File: config.mk
export PLATFORM = sky130hd
export DESIGN_NAME = diff_arb
export DESIGN_NICKNAME = d
export VERILOG_FILES = /design/src/rtl/diff_arb.sv
export SDC_FILE = /design/constraint.sdc
export NUM_CORES = 1
export LEC_CHECK = 0
export CAP_MARGIN = 20
export CORE_UTILIZATION = 49
export CTS_BUF_LIST = sky130_fd_sc_hd__clkbuf_4 sky130_fd_sc_hd__clkbuf_8
export CTS_CLUSTER_DIAMETER = 200
export CTS_CLUSTER_SIZE = 28
export DETAILED_ROUTE_END_ITERATION = 16
export GPL_TIMING_DRIVEN = 0
export PLACE_DENSITY = 0.88
export SKIP_LAST_GASP = 1
export SYNTH_ARGS = -nofsm -noshare
export SYNTH_HDL_FRONTEND = slang
export SYNTH_SLANG_ARGS = --single-unit
File: constraint.sdc
create_clock -name clk -period 5.8 [get_ports clk]
set_clock_uncertainty 0.2 [all_clocks]
set_input_delay 0.58 -clock clk [delete_from_list [all_inputs] [get_ports clk]]
set_output_delay 0.58 -clock clk [all_outputs]
set_load 0.02 [all_outputs]
File: src/rtl/diff_arb.sv
// Two-channel frame arbiter feeding the differential DNA-word encoder.
// One frame is granted at a time, and the output is a single registered stage.
module diff_arb #(
  parameter int N = 8
) (
  input  logic           clk,
  input  logic           rst_n,
  input  logic [2*N-1:0] s0_data,
  input  logic           s0_valid,
  input  logic           s0_last,
  output logic           s0_ready,
  input  logic [2*N-1:0] s1_data,
  input  logic           s1_valid,
  input  logic           s1_last,
  output logic           s1_ready,
  output logic [2*N-1:0] m_data,
  output logic           m_valid,
  input  logic           m_ready,
  output logic           m_last,
  output logic           m_ch,
  output logic           busy
);

  typedef enum logic [1:0] {
    IDLE = 2'd0,
    GNT0 = 2'd1,
    GNT1 = 2'd2
  } state_t;

  state_t         state;
  state_t         state_nx;
  logic [1:0]     carry;
  logic           last_served;
  logic           out_free;
  logic           acc0;
  logic           acc1;
  logic           acc;
  logic           acc_last;
  logic           gnt_entry;
  logic [2*N-1:0] in_word;
  logic [2*N-1:0] enc_word;
  logic [1:0]     enc_prev;

  assign out_free = !m_valid || m_ready;
  assign busy     = (state != IDLE);

  always_comb begin
    s0_ready = 1'b0;
    s1_ready = 1'b0;
    if (rst_n) begin
      s0_ready = (state == GNT0) && out_free;
      s1_ready = (state == GNT1) && out_free;
    end
  end

  assign acc0     = s0_valid && s0_ready;
  assign acc1     = s1_valid && s1_ready;
  assign acc      = acc0 || acc1;
  assign in_word  = acc1 ? s1_data : s0_data;
  assign acc_last = acc1 ? s1_last : s0_last;

  // Each base minus its predecessor, mod 4; base 0 uses the carry.
  always_comb begin
    enc_word = '0;
    enc_prev = carry;
    for (int k = 0; k < N; k++) begin
      enc_word[2*N-1-2*k -: 2] =
        in_word[2*N-1-2*k -: 2] - enc_prev;
      enc_prev = in_word[2*N-1-2*k -: 2];
    end
  end

  always_comb begin
    state_nx  = state;
    gnt_entry = 1'b0;
    unique case (state)
      IDLE: begin
        unique case (1'b1)
          s0_valid && !s1_valid: state_nx = GNT0;
          !s0_valid && s1_valid: state_nx = GNT1;
          s0_valid && s1_valid:
            state_nx = last_served ? GNT0 : GNT1;
          default: state_nx = IDLE;
        endcase
        gnt_entry = (state_nx != IDLE);
      end
      GNT0: if (acc0 && s0_last) state_nx = IDLE;
      GNT1: if (acc1 && s1_last) state_nx = IDLE;
      default: state_nx = IDLE;
    endcase
  end

  always_ff @(posedge clk) begin
    if (!rst_n) begin
      state       <= IDLE;
      carry       <= 2'd0;
      last_served <= 1'b1;
    end else begin
      state <= state_nx;
      if (gnt_entry)
        carry <= 2'd0;
      else if (acc)
        carry <= in_word[1:0];
      if (acc && acc_last)
        last_served <= acc1;
    end
  end

  // Output holds under backpressure; a drain plus accept reloads in place.
  always_ff @(posedge clk) begin
    if (!rst_n) begin
      m_valid <= 1'b0;
      m_data  <= '0;
      m_last  <= 1'b0;
      m_ch    <= 1'b0;
    end else if (acc) begin
      m_valid <= 1'b1;
      m_data  <= enc_word;
      m_last  <= acc_last;
      m_ch    <= acc1;
    end else if (m_ready) begin
      m_valid <= 1'b0;
    end
  end

endmodule

======== After elaboration in Yosys (flattened, before gate mapping) ========
Index checks and enable logic that the tools add are counted.
operators by class
  add/sub/neg operators ................... 8
  mux-type cells .......................... 13
  reductions and logical operators ........ 21
  equality and inequality tests ........... 4
  bitwise operators ....................... 1
operators by type and width
  kind                  number
  $mux W16              1
  $sub A2 B2 Y2         8
  $pmux W2 S3           2
  $logic_and A1 B1 Y1   10
  $mux W2               4
  $mux W1               6
  $reduce_bool A2 Y1    3
  $ne A2 B1 Y1 const B  2
  $logic_not A1 Y1      3
  $eq A2 B1 Y1 const B  1
  $eq A2 B2 Y1 const B  1
  $logic_not A2 Y1      1
  $logic_or A1 B1 Y1    2
  $reduce_and A2 Y1     1
  $reduce_or A2 Y1      1
  $not A1 Y1            1
word-level totals
  output and inout port bits .............. 22
  bits of input ports ..................... 39
  bits in registers ....................... 24

======== Depth between registers and ports, before layout ========
Gate-level depths: netlist of the first run.
  depth after elaboration ................. 8
  depth in mapped cells ................... 9
  gate-level depth less buffers ........... 8

======== Worst setup path before layout of the first run ========
OpenSTA, ideal clock, no wires.
  kind .................................... input port to flip-flop
  from .................................... input port m_ready
  to ...................................... register m_data[15]
  stages .................................. 9
  setup slack ............................. 3.345 ns
  setup time .............................. 0.092 ns
  arrival time ............................ 2.163 ns
  path buffers ............................ 1
  cells stage by stage .................... nand2b_2 > nand4_1 > buf_2 > mux2i_1 > ha_1 > xor2_1 > or2_2 > a21oi_1 > nor4_1
between the ends
  cells in the longest elaborated chain, start to end .. 6
  elaborated cells between the ends (all ways) .. 10
  classes of those cells .................. add/sub: 1; mux: 3; reduce/logical: 6
RTL lines
  element               line  source
  start, declared       18    input logic m_ready,
  $logic_or A1 B1 Y1 *  44    assign out_free = !m_valid || m_ready;
  $logic_and A1 B1 Y1   52    s1_ready = (state == GNT1) && out_free;
  $mux W1               50    if (rst_n) begin
  $logic_and A1 B1 Y1   57    assign acc1 = s1_valid && s1_ready;
  $mux W16              59    assign in_word = acc1 ? s1_data : s0_data;
  $sub A2 B2 Y2         68    in_word[2*N-1-2*k -: 2] - enc_prev;
  end signal, assigned  118   m_data <= enc_word;
  end, declared         16    output logic [2*N-1:0] m_data,
Every way passes the cells marked *; elsewhere a longest branch is shown, timed or not.
A chain may end at the register's enable or synchronous reset.

======== Worst setup path after layout of the first run ========
  from .................................... input port rst_n
  to ...................................... output port s0_ready
between the ends
  cells in the longest elaborated chain, start to end .. 1
RTL lines
  element          line  source
  start, declared  7     input logic rst_n,
  $mux W1          50
  end, declared    11    output logic s0_ready,
No other way between the ends.

==> results of run 1 <==
-- cells in the mapped netlist, drive strengths merged, types with 3 or more instances --
| cell type | n | area, sq um |
|---|---|---|
| nand2 | 20 | 77.58 |
| a21oi | 4 | 20.02 |
| nor3 | 20 | 105.1 |
| nor2 | 5 | 26.27 |
| a2111oi | 7 | 105.1 |
| a211oi | 10 | 80.07 |
| ha | 8 | 100.1 |
| dfxtp | 24 | 480.5 |
| o31ai | 7 | 52.55 |
| xor2 | 15 | 131.4 |
| mux2i | 10 | 100.1 |
| buf | 7 | 60.05 |
| inv | 16 | 60.06 |
| nand3 | 3 | 27.53 |
| o22ai | 7 | 43.79 |
-- path summary, 6_finish.rpt --
check                              start                      end  cells after the start
setup / recovery                   rst_n                 s0_ready                      5
hold / removal    m_data[3]$_SDFFE_PN0P_   m_data[3]$_SDFFE_PN0P_                      2
setup reg to reg   state[0]$_SDFFE_PN0P_  m_data[15]$_SDFFE_PN0P_                      9
hold reg to reg   m_data[3]$_SDFFE_PN0P_   m_data[3]$_SDFFE_PN0P_                      2
-- flip-flops by register name, summed over array words and instances, names as in the netlist --
name and count:
m_valid 1, m_last 1, m_data 16, carry 2, state 2, last_served 1
m_ch 1
-- stage by stage --
stage	setup WS [ns]	cell area (sq um)	instances	utilization	hold WS (ns)
5_1_grt	2.703	2301	289	0.7476	0.2904
3_3_place_gp	2.647	2248	285	0.7305	0.2561
3_5_place_dp	2.554	2248	285	0.7305	0.2584
6_report	2.792	2301	289	0.7476	0.2729
4_1_cts	2.819	2301	289	0.7476	0.2784
2_1_floorplan	3.345	1603	182	-	0.2405
-- report_power, final --
group / internal, uW / total (uW) / leakage (uW) / switching, uW
sequential: 176 / 182 / 0.000196 / 6.85
clock: 70.0 / 126 / 0.0000279 / 56.2
combinational: 71.4 / 138 / 0.000631 / 66.9
-- worst max-delay path, stage by stage --
cell	delay [ns]
buf_2	0.20
clkbuf_1	0.44
nand2_1	0.15
nor3b_1	0.22
clkdlybuf4s50_1	0.63
-- logic make-up (layout without fill, tap and decap cells) --
family	Yosys count	count (layout)
muxes	10	10
adders and majority gates	8	8
DFF	24	24
xor gates and xnor gates	15	15
and+or+nand+nor	60	60
AOI/OAI and AO/OA	40	40
buffers and inverters	25	88
-- area by class of cell --
cell class,count,area share
plain buffers,9,0.02936
repair buffers,59,0.2567
multi-input cells,133,0.4323
clock buffers,3,0.009788
flip-flops and latches,24,0.2088
well taps,44,0.02393
inverters,16,0.02610
clock inverters,1,0.01305
-- layer usage --
metal | GRT usage | vias up | wire length, um
met3 | 0.02620 | 9 | 203
met5 | 0 | - | 0
met4 | 0.1224 | 0 | 97
met1 | 0.3144 | 719 | 1846
li1 | - | 790 | -
met2 | 0.4141 | 59 | 1904
==> run_results.csv, run 1 <==
group,metric,value,unit
run_status,status,"finished, final reports clean",
sta,hold_violations,0,
route,drt-initial-drc-count,44,
synth,syn-num-nets,229,
floorplan,core_area,3078,sq um
synth,synth-compound-area-share,0.2077,
floorplan,die_width,59.19,um
critical_path,crit_required,5.02,ns
power_and_ir_drop,power.leakage,0.0008544,uW
final_layout,ff_latch_area,480.5,sq um
final_layout,final_cell_mix,"clkdlybuf4s50_1, dfxtp_1, nand2_1, nor3_1, inv_1",
global_routing,grt_max_degree,15,
floorplan,die_h,59.19,um
power_and_ir_drop,total_power,446.9,uW
final_layout,fill_cells,230,
place,hpwl,3.110,mm
hold_path,min_path_type,"flop to flop",
final_layout,syn_to_final_growth,43.56,%
sta,setup_viol,0,
clock_tree,cts_buffer_depth,2,
floorplan,start_util,0.5207,
synth,synth_top_family_by_area,"compound AO/OA/AOI/OAI gates",
global_routing,grt_pass1_vias,1479,
sta,layout_min_cycle_time,3.008,ns
sta,max_freq,332.4,MHz
route,wl_per_cell,14.02,um
final_layout,drive_above_1_share,0.1184,
place,place.gp.congestion,0.8066,
synth,seq_area_frac_synth,0.2998,
floorplan,die_area,3503,sq um
synth,avgSynthCellArea,8.807,sq um
clock_tree,clkTransAtPathRegs,0.14,ns
clock_tree,numCtsBuffers,3,
clock_tree,clk_latency,0.33,ns
power_and_ir_drop,power_density,194.2,nW/um^2
critical_path,cp-end-kind,"output port",
clock_tree,clockRootBuffer,"clkbuf_4",
critical_path,path_max_fanout,10,
floorplan,row_count,20,
critical_path,critical_path_class,"primary input to output port",
critical_path,r2r_slack,3.16,ns
synth,synth_cell_types,38,
synth,synth-async-reset-ratio,0,
synth,ys.flop_type,"dfxtp_1",
route,wl,4.051,mm
synth,synthXorXnorAreaFrac,0.08197,
sta,rsz0062_at_grt,"false",
synth,yosys.area_share.adder,0.06245,
route,drtAntennaViolNets,0,
final_layout,multi_input_area,994.7,sq um
final_layout,nets,293,
sta,period_share,0.5187,
sta,setup_tns,0,ns
synth,synth_mux_area_frac,0.06245,
synth,ys_warn_count,0,
critical_path,worstPathArrival,2.23,ns
clock_tree,cts_max_level,1,
synth,synthSimpleGateAreaFrac,0.2061,
route,firstDrtPassIters,4,
global_routing,grt_use_total,0.2474,
route,route.detailed.drc,0,
sta,slew_headroom,0.6545,
clock_tree,cts_resized,0,
route,vias,1577,
clock_tree,cts_setup_buffers,0,
global_routing,grt-ovfl-total,0,
critical_path,critPathLaunchType,"primary input",
floorplan,io_pins,61,
clock_tree,cts_hold_buf,0,
route,vias_per_cell,5.457,
sta,worst_pin_slew,0.5183,ns
clock_tree,cts_tree,"done",
synth,netlist_area,1603,sq um
run,cap_violations,0,
synth,synth_seq_cells,24,
place,place.port_buffers,59,
global_routing,grt_antenna_before_repair,0,
synth,synth_edf_count,0,
final_layout,mostFrequentLayoutCell,"clkdlybuf4s50_1",
sta,maxSlewViolCount,0,
clock_tree,clock-sinks,24,
global_routing,grt_pass1_wl,6.437,mm
final_layout,antenna_cells,0,
synth,postSynthCellCount,182,
power_and_ir_drop,ir_drop,0.1642,mV
Note: power is estimated with default switching activity, not from simulation.
==> run 2: changes to the inputs <==
Settings changed: CORE_UTILIZATION 49 to 45, PLACE_DENSITY 0.88 to 0.82.
Clock period 5.8 ns to 2.77 ns, I/O delays scaled along.
==> run_results.csv, run 2 (synthesis gave the netlist of run 1 again) <==
group,metric,value,unit
sta,max_freq,398.6,MHz
route,drtAntennaViolNets,0,
sta,period_share,0.9057,
global_routing,grt_pass1_vias,1432,
sta,maxSlewViolCount,0,
floorplan,row_count,21,
critical_path,r2r_slack,0.28,ns
clock_tree,cts_tree,"done",
clock_tree,cts_resized,0,
global_routing,grt_pass1_wl,6.430,mm
sta,worst_pin_slew,0.4978,ns
route,firstDrtPassIters,4,
final_layout,fill_cells,299,
global_routing,grt-ovfl-total,0,
critical_path,r2r-start,"state[0]$_SDFFE_PN0P_",
floorplan,die_width,61.68,um
sta,setup_tns,0,ns
clock_tree,clock-sinks,24,
place,hpwl,3.102,mm
global_routing,grt_use_total,0.2308,
critical_path,crit_path_max_incr_delay,0.40,ns
global_routing,grt_antenna_before_repair,0,
sta,hold_violations,0,
power_and_ir_drop,p_int,568.3,uW
route,drt-initial-drc-count,66,
power_and_ir_drop,pwr-share-comb,0.347,
clock_tree,cts_setup_buffers,0,
route,wl,4.003,mm
power_and_ir_drop,ir_drop,0.2393,mV
critical_path,critical_path_class,"primary input to flop",
final_layout,syn_to_final_growth,42.31,%
final_layout,mostFrequentLayoutCell,"clkdlybuf4s50_1",
power_and_ir_drop,total_power,829.7,uW
critical_path,cp-endpoint,"m_data[15]$_SDFFE_PN0P_",
final_layout,nets,293,
clock_tree,cts_hold_buf,0,
floorplan,start_util,0.4766,
critical_path,r2r_cells,9,
clock_tree,cts_max_level,1,
place,dp_slack,-0.1484,ns
hold_path,min_path_type,"primary input to flop",
sta,layout_min_cycle_time,2.509,ns
power_and_ir_drop,p_sw,261.5,uW
critical_path,path_cells,"clkdlybuf4s50_1, nand2b_2, nand4_1, buf_2, mux2i_1, ha_1, xor2_2, or2_2, a21oi_1, nor4_1",
power_and_ir_drop,power.leakage,0.0008398,uW
route,route.detailed.drc,0,
clock_tree,cts_buffer_depth,2,
clock_tree,clockRootBuffer,"clkbuf_4",
floorplan,die_area,3804,sq um
final_layout,largest-register,"m_data",
sta,setup_ws,0.2613,ns
route,vias,1528,
place,place.gp.congestion,0.8013,
critical_path,path_max_fanout,10,
power_and_ir_drop,switching_share,0.3151,
clock_tree,clkTransAtPathRegs,0.13,ns
floorplan,die_h,61.68,um
critical_path,critPathSlowestCell,"clkdlybuf4s50_1",
place,place.port_buffers,59,
final_layout,antenna_cells,0,
clock_tree,clk_latency,0.32,ns
power_and_ir_drop,p_seq_frac,0.461,
route,vias_per_cell,5.269,
global_routing,top_usage_layer,"met2",
global_routing,grt_max_degree,13,
power_and_ir_drop,power_density,363.8,nW/um^2
critical_path,cp-end-kind,"flop",
critical_path,crit_required,2.80,ns
global_routing,gr-usage-met3,0.02941,
route,wl_per_cell,13.80,um
floorplan,io_pins,61,
final_layout,drive_above_1_share,0.1189,
sta,slew_headroom,0.6682,
critical_path,cp-startpoint,"m_ready",
run,cap_violations,0,
sta,setup_viol,0,
run_status,status,"finished, final reports clean",
power_and_ir_drop,clockPowerShare,0.192,
global_routing,met2_usage,0.3779,
critical_path,worstPathArrival,2.54,ns
floorplan,core_area,3363,sq um
clock_tree,numCtsBuffers,3,
critical_path,r2r-end,"m_data[15]$_SDFFE_PN0P_",
final_layout,top_regs,"m_data (16), carry (2), state (2)",
sta,rsz0062_at_grt,"false",
global_routing,grt_use_met1,0.3118,
final_layout,largest_reg_flops,16,
final_layout,final_cell_mix,"clkdlybuf4s50_1, dfxtp_1, nand2_1, nor3_1, inv_1",
critical_path,critPathLaunchType,"primary input",
==> run 2: stage by stage <==
step                      hold WS [ns]    util  cell area (sq um)  cells
after floorplan                 0.2200       -               1603    182
after global placement          0.2531  0.6693               2251    287
after detailed placement        0.2553  0.6693               2251    287
after CTS                      0.08190  0.6760               2273    290
after global routing           0.09755  0.6782               2281    290
final                          0.09312  0.6782               2281    290
==> run 2: layer usage <==
layer	up-vias	wire (um)
li1	784	-
met1	702	1862
met2	38	1951
met3	4	143
met4	0	45
met5	-	0
==> run 2: final cells by class <==
cell class                      instances  area, sq um  area share
Buffer                                  9        67.56     0.02962
Clock buffer                            3        22.52    0.009874
Inverter                               16        60.06     0.02633
Multi-Input combinational cell        133         1002      0.4394
Sequential cell                        24        480.5      0.2106
Tap cell                               46        57.56     0.02523
Timing Repair Buffer                   59        590.6      0.2589
==> run 2: power groups by stage <==
stage / clock [uW] / combinational [uW] / sequential, uW
final: 159 / 288 / 382
after global routing: 180 / 316 / 386
after CTS: 164 / 288 / 382
after detailed placement: 0 / 287 / 389
after global placement: 0 / 282 / 389
after floorplan: 0 / 135 / 410
==> run 2: worst min path at each step <==
stage | cells past startpoint | slack (ns) | to | from
floorplan | 2 | 0.22 | last_served$_SDFFE_PN1P_ | s1_last
global placement | 2 | 0.25 | last_served$_SDFFE_PN1P_ | last_served$_SDFFE_PN1P_
detailed placement | 2 | 0.26 | m_data[1]$_SDFFE_PN0P_ | m_data[1]$_SDFFE_PN0P_
CTS | 3 | 0.08 | m_data[3]$_SDFFE_PN0P_ | rst_n
global route | 3 | 0.1 | m_data[1]$_SDFFE_PN0P_ | rst_n
finish | 3 | 0.09 | m_data[3]$_SDFFE_PN0P_ | rst_n
==> run 2: critical path: cells and delay by family <==
family	cells	cell delay (ns)
compound gates	1	0.05
xor+xnor	1	0.20
fa+ha+maj	1	0.25
buf+inv	2	0.67
mux	1	0.31
simple gates	4	0.79
==> run 3: changes to the inputs <==
Settings changed: CORE_ASPECT_RATIO from default to 0.8, GPL_ROUTABILITY_DRIVEN from default to 0.
==> run_results.csv, run 3 (synthesis gave the netlist of run 1 again) <==
group,metric,value,unit
final_layout,antenna_cells,0,
floorplan,row_count,18,
sta,slew_headroom,0.6582,
hold_path,min_path_type,"primary input to flop",
critical_path,worstPathArrival,2.55,ns
sta,hold_violations,0,
global_routing,grt_use_total,0.2390,
run,cap_violations,0,
clock_tree,cts_tree,"done",
critical_path,critPathLaunchType,"primary input",
final_layout,syn_to_final_growth,44.65,%
floorplan,die_width,68.73,um
route,route.detailed.drc,0,
final_layout,mostFrequentLayoutCell,"clkdlybuf4s50_1",
global_routing,grt_max_degree,15,
critical_path,critical_path_class,"primary input to flop",
final_layout,top_regs,"m_data (16), carry (2), state (2)",
clock_tree,clk_latency,0.28,ns
final_layout,drive_above_1_share,0.1224,
final_layout,final_cell_mix,"clkdlybuf4s50_1, dfxtp_1, nand2_1, nor3_1, inv_1",
place,place.port_buffers,59,
power_and_ir_drop,pwr-share-comb,0.295,
route,drt-initial-drc-count,80,
power_and_ir_drop,p_int,710.9,uW
sta,rsz0062_at_grt,"false",
sta,period_share,0.9240,
clock_tree,cts_buffer_depth,2,
critical_path,cp-end-kind,"flop",
power_and_ir_drop,ir_drop,0.3576,mV
sta,max_freq,390.7,MHz
clock_tree,clockRootBuffer,"clkbuf_8",
route,wl_per_cell,15.36,um
final_layout,nets,293,
sta,setup_viol,0,
clock_tree,cts_setup_buffers,0,
sta,maxSlewViolCount,0,
floorplan,die_area,3806,sq um
sta,hold_ws,0.1652,ns
global_routing,grt_antenna_before_repair,0,
power_and_ir_drop,p_sw,284.5,uW
route,firstDrtPassIters,4,
power_and_ir_drop,p_seq_frac,0.383,
final_layout,largest-register,"m_data",
global_routing,grt_pass1_wl,6.858,mm
final_layout,largest_reg_flops,16,
place,hpwl,3.300,mm
route,wl,4.377,mm
place,dp_cells,281,
clock_tree,clock-sinks,24,
route,vias,1611,
sta,layout_min_cycle_time,2.559,ns
floorplan,io_pins,61,
power_and_ir_drop,clockPowerShare,0.321,
clock_tree,clkTransAtPathRegs,0.09,ns
power_and_ir_drop,power_density,429.3,nW/um^2
route,drtAntennaViolNets,0,
global_routing,grt-ovfl-total,0,
critical_path,path_max_fanout,10,
final_layout,fill_cells,264,
floorplan,start_util,0.4942,
clock_tree,cts_max_level,1,
global_routing,grt_pass1_vias,1415,
floorplan,core_area,3243,sq um
power_and_ir_drop,switching_share,0.2858,
final_layout,finalNonFillerCells,285,
clock_tree,numCtsBuffers,3,
route,vias_per_cell,5.653,
sta,worst_pin_slew,0.5127,ns
floorplan,die_h,55.38,um
run_status,status,"finished, final reports clean",
critical_path,crit_required,2.76,ns
power_and_ir_drop,power.leakage,0.0008567,uW
## run 3: cell count changes in the layout (fill, tap and decap cells not counted), sizes merged
cell and change:
bufinv +1
## run 3: timing repair
| action | CTS | global route |
|---|---|---|
| gates resized for setup | 0 | 1 |
| endpoints found under the setup margin | 0 | 1 |
| hold buffers | 0 | 0 |
| endpoints found under the hold margin | 0 | 0 |
## run 3: area by class of cell
cell class,instances,area (sq um),share of cell area
Multi-Input combinational cell,133,998.5,0.4307
Sequential cell,24,480.5,0.2072
Clock inverter,1,30.03,0.01295
Tap cell,40,50.05,0.02159
Inverter,16,60.06,0.02590
Clock buffer,3,41.29,0.01781
Timing Repair Buffer,59,590.6,0.2547
Buffer,9,67.56,0.02914
## run 3: worst max-delay path, stage by stage
cell and delay (ns):
clkdlybuf4s50_1 0.39, nand2b_2 0.25, nand4_1 0.14, buf_2 0.26
mux2i_2 0.28, ha_1 0.21, xor2_1 0.26, or2_2 0.16
a21oi_1 0.06, nor4_1 0.25
## run 3: path summary, 6_finish.rpt
| check | from | cells past startpoint | end | slack, ns |
|---|---|---|---|---|
| setup reg to reg | state[0]$_SDFFE_PN0P_ | 9 | m_data[15]$_SDFFE_PN0P_ | 0.28 |
| hold reg to reg | m_data[1]$_SDFFE_PN0P_ | 2 | m_data[1]$_SDFFE_PN0P_ | 0.27 |
| hold / removal | rst_n | 3 | m_data[1]$_SDFFE_PN0P_ | 0.17 |
| setup / recovery | m_ready | 10 | m_data[15]$_SDFFE_PN0P_ | 0.21 |
## run 3: stage by stage
step,setup slack (ns),setup TNS (ns),power [uW],utilization,area (sq um)
2_1_floorplan,0.5303,0,545.2,-,1603
3_3_place_gp,-0.04292,-0.04292,674.0,0.6917,2243
3_5_place_dp,-0.08586,-0.09730,679.2,0.6917,2243
4_1_cts,0.1756,0,993.3,0.7137,2315
5_1_grt,0.03144,0,1035,0.7149,2318
6_report,0.2106,0,995.4,0.7149,2318
## run 3: power by group through the flow
stage	clock, uW	sequential, uW	combinational [uW]
after CTS	319	381	292
after global routing	333	385	317
after detailed placement	0	389	290
after floorplan	0	410	135
final	320	382	294
after global placement	0	389	285
## run 3: metal layers
| metal | up-vias | routed length (um) | global-route usage |
|---|---|---|---|
| met5 | - | 0 | 0 |
| met4 | 0 | 12 | 0.02332 |
| met3 | 2 | 354 | 0.06818 |
| met2 | 67 | 1934 | 0.3557 |
| met1 | 751 | 2075 | 0.3510 |
| li1 | 791 | - | - |
==> variant (settings of run 3) <==
Make the reset (`rst_n`) asynchronous in 2 clocked blocks.
--- a/src/rtl/diff_arb.sv
+++ b/src/rtl/diff_arb.sv
@@ -91,5 +91,5 @@
   end
 
-  always_ff @(posedge clk) begin
+  always_ff @(posedge clk or negedge rst_n) begin
     if (!rst_n) begin
       state       <= IDLE;
@@ -108,5 +108,5 @@
 
   // Output holds under backpressure; a drain plus accept reloads in place.
-  always_ff @(posedge clk) begin
+  always_ff @(posedge clk or negedge rst_n) begin
     if (!rst_n) begin
       m_valid <= 1'b0;
Function: differs if rst_n is asserted again (counterexample within 4 cycles, from zero or initial values and one cycle with rst_n low); with rst_n held inactive, the same outputs for 10 cycles.
==> variant against run 3 <==
- hold slack better by 140 ps
- synthesized cell count is 10% lower
- sequential cell count is the same
- via count shrank 10%
- synthesized area decreased by 2.2%
- cell count fell by 4.9%
- wire length shrank 5.2%
- first-iteration DRC count shrank 46%
- highest routed layer unchanged
- final area rose by 1.8%
- critical path depth decreased by 1
- setup slack lost 3.5 ps
- utilization increased by 2.3 points
Power is not compared: it rests on default switching activity, and its combinational part moved more than twofold at a synthesized area within 25%.
==> variant: results <==
set metrics [dict create \
    wl_met3_microns 315 \
    met2_wirelength_mm 2.02 \
    grt_max_degree 16 \
    fin_nets 279 \
    via_per_inst 5.35 \
    status "complete, no violations" \
    synth_cell_types 28 \
    dp.cells 264 \
    io_buffers 60 \
    max_slew_margin 0.493 \
    critical_path.max_stage_delay_ps 430 \
    synth_common_cells "xnor2_1, dfrtp_1, nor2_1" \
    worst_ep_arrival_time_ps 2500 \
    wl_met1_mm 1.74 \
    async_flop_share 1.00 \
    yosys.area_share.adder 0.0638 \
    synth_area_leaders "dfrtp_1, xnor2_1, mux2i_1" \
    gr-usage-met1 0.294 \
    clkLatencyLatePin_ps 260 \
    synth_compound_area_frac 0.0854 \
    n_fill_cell 240 \
    reg.largest.list "m_data (16), carry (2), state (2)" \
    wirelength_mm 4.15 \
    dpl_worst_slack_ps -606 \
    dp_hpwl_mm 3.11 \
    initialDrtViolationCount 43 \
    synth-seq-area-share 0.384 \
    synthMuxAreaShare 0.106 \
    crit_slowest_cell "dfrtp_1" \
    syn_nets 210 \
    first_global_vias 1385 \
    grt_first_pass_wirelength_mm 6.36 \
    critPathTopFamily "multiplexers" \
]
==> variant: cell types whose count changed after synthesis, moves of 10 or more <==
cell,change
dfxtp_1,-24
xor2_1,-15
nor3_1,-19
xnor2_1,+31
nor2_1,+10
dfrtp_1,+23
==> variant: final timing paths <==
| kind | slack (ps) | endpoint | start | depth (start not counted) |
|---|---|---|---|---|
| max | 210 | m_data[3]$_DFFE_PN0P_ | state[0]$_DFFE_PN0P_ | 9 |
| min | 300 | state[0]$_DFFE_PN0P_ | state[1]$_DFFE_PN0P_ | 1 |
| max reg2reg | 210 | m_data[3]$_DFFE_PN0P_ | state[0]$_DFFE_PN0P_ | 9 |
| min reg2reg | 300 | state[0]$_DFFE_PN0P_ | state[1]$_DFFE_PN0P_ | 1 |
| max in group asynchronous | 1160 | m_data[2]$_DFFE_PN0P_ | rst_n | 3 |
| min in group asynchronous | 470 | m_valid$_DFFE_PN0P_ | rst_n | 2 |
==> variant: stage by stage <==
step | utilization | power, mW | area [sq um]
finish | 0.738 | 1.93 | 2360
global route | 0.738 | 2.07 | 2360
CTS | 0.727 | 1.93 | 2330
detailed placement | 0.702 | 1.69 | 2250
global placement | 0.694 | 1.66 | 2220
floorplan | - | 1.22 | 1570
==> variant: where the power goes <==
part | internal, mW | switching [mW] | total [mW]
logic | 0.563 | 0.520 | 1.08
clock network | 0.113 | 0.109 | 0.221
registers | 0.520 | 0.108 | 0.628
total | 1.20 | 0.737 | 1.93
==> variant: area by class of cell <==
cell class                 instances  share of cell area
multi-input combinational        123               0.392
timing repair buffer              64               0.279
sequential                        24               0.255
tap                               40              0.0212
clock buffer                       4              0.0207
buffer                             7              0.0175
inverter                           9              0.0143
==> variant: timing repair <==
action,in CTS,in global routing
endpoints found under the setup margin,8,7
resized for setup,3,8
hold endpoints to repair,8,0
hold buffers,3,0
